### config.mk
export PLATFORM = sky130hd
export DESIGN_NAME = yrv_irq_seq
export DESIGN_NICKNAME = d
export VERILOG_FILES = /design/src/rtl/yrv_irq_seq.sv
export SDC_FILE = /design/constraint.sdc
export NUM_CORES = 1
export LEC_CHECK = 0
export BUFFER_PORTS_ARGS = -buffer_cell sky130_fd_sc_hd__buf_2
export CAP_MARGIN = 40
export CORE_MARGIN = 1
export CORE_UTILIZATION = 48
export DETAILED_ROUTE_END_ITERATION = 16
export PLACE_DENSITY = 0.81
export SLEW_MARGIN = 40
export SYNTH_ARGS = -nofsm -noshare
export SYNTH_HDL_FRONTEND = slang
export SYNTH_SLANG_ARGS = --single-unit
### constraint.sdc
create_clock -name clk -period 5.2 [get_ports clk]
set_input_delay 1.04 -clock clk [delete_from_list [all_inputs] [get_ports clk]]
set_output_delay 1.04 -clock clk [all_outputs]
set_load 0.05 [all_outputs]
### src/rtl/yrv_irq_seq.sv
// Interrupt entry sequencer: arbitrates nmi/li/ei/tmr/sw and runs a trap req/ack handshake with the core.
// One cycle from an eligible request to trap_req; a missing ack is abandoned after TMO_CYC cycles.
module yrv_irq_seq #(
  parameter logic [6:0] SW_CODE  = 7'd3,
  parameter logic [6:0] TMR_CODE = 7'd7,
  parameter logic [6:0] EI_CODE  = 7'd11,
  parameter logic [6:0] NMI_CODE = 7'd0,
  parameter int         TMO_CYC  = 64
) (
  input  logic       clk,
  input  logic       resetb,
  input  logic [4:0] irq_bus,
  input  logic [6:0] mli_code,
  input  logic       trap_inhibit,
  input  logic       wfi_state,
  input  logic       trap_ack,
  output logic       trap_req,
  output logic [6:0] trap_cause,
  output logic       trap_nmi,
  output logic [4:0] iack_bus,
  output logic       iack_nmi,
  output logic       wfi_wake,
  output logic       tmo_err
);

  localparam int            CW       = $clog2(TMO_CYC + 1);
  localparam logic [CW-1:0] CNT_LAST = CW'(TMO_CYC - 1);

  typedef enum logic [1:0] {IDLE, REQ, DONE} state_t;

  state_t        state;
  logic [4:0]    src;
  logic [CW-1:0] cnt;
  logic          eligible;
  logic          src_live;
  logic [4:0]    win_src;
  logic [6:0]    win_cause;

  // Fixed priority nmi > li > ei > tmr > sw
  always_comb begin
    win_src   = 5'b00000;
    win_cause = SW_CODE;
    if (irq_bus[4]) begin
      win_src   = 5'b10000;
      win_cause = NMI_CODE;
    end else if (irq_bus[3]) begin
      win_src   = 5'b01000;
      win_cause = mli_code;
    end else if (irq_bus[2]) begin
      win_src   = 5'b00100;
      win_cause = EI_CODE;
    end else if (irq_bus[1]) begin
      win_src   = 5'b00010;
      win_cause = TMR_CODE;
    end else if (irq_bus[0]) begin
      win_src   = 5'b00001;
      win_cause = SW_CODE;
    end
  end

  assign eligible = irq_bus[4] | ((|irq_bus[3:0]) & ~trap_inhibit);
  assign src_live = |(src & irq_bus);
  assign trap_nmi = src[4];
  assign iack_nmi = iack_bus[4];

  always_ff @(posedge clk or negedge resetb) begin
    if (!resetb) begin
      state      <= IDLE;
      src        <= 5'b00000;
      cnt        <= '0;
      trap_req   <= 1'b0;
      trap_cause <= 7'd0;
      iack_bus   <= 5'b00000;
      wfi_wake   <= 1'b0;
      tmo_err    <= 1'b0;
    end else begin
      iack_bus <= 5'b00000;
      wfi_wake <= 1'b0;
      case (state)
        IDLE: begin
          if (eligible) begin
            src        <= win_src;
            trap_cause <= win_cause;
            trap_req   <= 1'b1;
            cnt        <= '0;
            wfi_wake   <= wfi_state;
            state      <= REQ;
          end
        end
        REQ: begin
          if (trap_ack) begin
            trap_req <= 1'b0;
            iack_bus <= src;
            state    <= DONE;
          end else if (irq_bus[4] && !src[4]) begin
            src        <= 5'b10000;
            trap_cause <= NMI_CODE;
            cnt        <= '0;
          end else if (!src[4] && (!src_live || trap_inhibit)) begin
            // Source vanished or became masked: withdraw silently, no ack pulse
            trap_req <= 1'b0;
            state    <= IDLE;
          end else if (cnt == CNT_LAST) begin
            trap_req <= 1'b0;
            tmo_err  <= 1'b1;
            state    <= IDLE;
          end else begin
            cnt <= cnt + 1'b1;
            if (src[3]) trap_cause <= mli_code;
          end
        end
        DONE: begin
          // Dead cycle lets the source block clear its pending bit before re-arbitration
          state <= IDLE;
        end
        default: state <= IDLE;
      endcase
    end
  end

endmodule

==> impl_results.md <==
* R2R Path Start: src[1]
* H-tree level count at 2
* Clk_skew at 5.57 ps
* Crit path DAT at 2720 ps
* Count of flip-flops with a built-in enable after synthesis at 0
* Worst setup path end: trap_cause[0]
* Layout area overhead at 15.1%
* #FFs+latches synth at 29
* Static Leak at 0.891 nW
* Vias in the first global route at 1105
* Crit. End Element: flip-flop
* VDD IR max at 170 uV
* Die Ht at 57.3 um
* Minimum clock period at 2500 ps
* # fillers at 234
* Worst path cell trace: buf_2, nor4_2, o21ai_1, o21ai_2, a21o_1, mux2_4
* Slew margin rel. at 59.0%
* Fmax at 0.400 GHz
* Final setup vio count at 0
* FF-to-FF End: trap_cause[0]
* Slew Limit Fails at 0
* Crit path from: irq_bus[3]
* GRT overflow at 0
* First-pass GRT wire length at 4890 um
* Layout net count at 188
* Critical path buffer and inverter count at 1
* Initial antenna violation count at 0
* CP max-delay cell: nor4_2
* Final Hold Fails at 0
* Post-route DRC at 5
* Global router's overall resource usage at 20.1%
* Pre-antenna DRT Iters at 10
* Total CTS buffers at 5
* Final TNS setup at 0 ps
* CTS tree: yes
* Core box area at 2830 um^2
* CTS clk-pin slew, worst paths at 90 ps
* FF-to-FF path depth at 5
* Fraction of layout cells with a size suffix above 1 at 34.5%
* Cts-stage hold buffer count at 0
* Worst EP required at 5430 ps
* Final WL at 2990 um
* Seq/Total Area, Yosys at 49.4%
* PwrDens at 561 nW/um^2
* Max Cap Viol at 0
* Slew @ Worst Pin at 615 ps
* CTS root buffer: clkbuf_4
* Library cells used by synthesis at 46
* Clk buf depth at 2
* Levels on crit path at 6
* Pin count of the biggest net entering global routing at 30
* RSZ-0062 raised after global routing: no
* CTS-repair resized insts at 0
* Std cell rows at 19
* Initial core utilization at 51.9%
* FFs w/ async S/R, synth at 100%
* Die span in x at 57.3 um
* Family with the most delay on the worst path: compound AO/OA/AOI/OAI gates
* Port Buffers at 33
* YS warnings at 0
* Violated checks: DRC
* Post-Synthesis Cells at 134
* Worst-Skew Late Latency at 330 ps
* Setup crit start kind: input port
* Hold WS at 467 ps
* # IOs at 34
* Routability cong. at 0.832
* Crit-path max FO at 7
* Final HPWL DP at 2180 um
* Status: finished with violations
* Worst reg-to-reg setup slack at 3140 ps
* HP Class: flip-flop to flip-flop
* Synth Flop Type: dfrtp_1
* Via-to-Cell Ratio at 5.86
* Ant diodes at 0
* Avg Inst Size Synth at 11.0 um^2
* Final period utilization at 48.1%
* DR iter-0 viols at 54
* Via Count at 1183
* TritonCTS Sinks at 29
* Die ar. at 3290 um^2
* Largest stage delay on the critical path at 370 ps
* Synth Net Count at 152
* Post-DRT Antenna Nets at 0
* Mapped cell area at 1470 um^2
* Setup bufs post-CTS at 0
* Wire length per cell at 14.8 um
* Critical path type: input port to flip-flop
==> registers in the layout, summed over array words and instances (netlist names) <==
name,count
cnt,7
trap_cause,7
iack_bus,5
src,5
state,2
tmo_err,1
trap_req,1
wfi_wake,1
==> synth_stat cells (2+ instances only) <==
| library cell | instances | area (um^2) |
|---|---|---|
| and2_1 | 2 | 12.5 |
| buf_6 | 2 | 22.5 |
| inv_1 | 4 | 15.0 |
| nand2_1 | 10 | 37.5 |
| inv_2 | 2 | 7.51 |
| a22o_1 | 4 | 35.0 |
| mux2_4 | 7 | 105 |
| nor4b_1 | 2 | 17.5 |
| nand3_1 | 7 | 35.0 |
| dfrtp_1 | 29 | 726 |
| or2_2 | 2 | 12.5 |
| or4_1 | 2 | 15.0 |
| a21oi_1 | 5 | 25.0 |
| o21ai_0 | 5 | 25.0 |
| nor2_1 | 5 | 18.8 |
| o21ai_1 | 3 | 15.0 |
| or3_1 | 2 | 12.5 |
| a211oi_1 | 2 | 15.0 |
| and3_1 | 11 | 68.8 |
| o211ai_1 | 2 | 15.0 |
==> routing by layer <==
metal  share of wire [%]  vias to the layer above  track usage [%]
li1                    -                      562                -
met5                   0                        -                0
met2                  48                       48             33.1
met1                  42                      563             24.3
met3                 6.8                       10             6.80
met4                 2.5                        0             8.36
==> cells in the final DEF, fill, tap and decap left out, drive strengths merged, types with 2 or more instances in the layout <==
cell,count
buf,33
mux2,9
nand2,11
clkinv,2
nor4b,2
dfrtp,29
o21ai,9
or3,2
and3,11
a211oi,2
nor2,5
or2,3
inv,6
a21oi,5
a22o,4
clkbuf,6
and2,2
o211ai,3
or4,2
nand3,8
==> kinds of logic after synthesis <==
family          after synthesis  share of synthesized area, %
compound gates               32                          16.4
fa+ha+maj                     1                         0.852
buf+inv                      10                          3.83
flops                        29                          49.4
mux                           9                          8.69
simple gates                 53                          20.8
==> worst min path at each step <==
stage / from / endpoint / slack, ps / depth (start not counted)
final: tmo_err / tmo_err / 470 / 1
after detailed placement: tmo_err / tmo_err / 450 / 1
after global placement: tmo_err / tmo_err / 450 / 1
after floorplan: src[2] / src[2] / 470 / 2
after global routing: tmo_err / tmo_err / 480 / 1
after CTS: tmo_err / tmo_err / 470 / 1
==> power by group <==
group	internal, W	switching (W)
Sequential	0.000284	0.0000471
Combinational	0.000174	0.000313
Clock	0.0000513	0.0000786
Total	0.000509	0.000439
==> metrics by stage <==
stage	util, %	total power, W	instance area [um^2]	setup WS, ps	instances
after detailed placement	57.9	0.000822	1640	2370	194
after global routing	59.8	0.00101	1690	2620	202
final	59.8	0.000948	1690	2700	202
after floorplan	-	0.000739	1470	2750	134
after CTS	59.8	0.000952	1690	2720	202
after global placement	57.9	0.000811	1640	2430	194
==> final cells by class <==
type	count	area, um^2	share of cell area [%]
clock inverters	2	10.0	0.592
multi-input cells	95	687	40.6
inverters	6	22.5	1.33
clock buffers	6	41.3	2.44
flip-flops and latches	29	726	42.9
well taps	31	38.8	2.29
repair buffers	33	165	9.77
No activity file was read; power rests on OpenSTA's default activity.
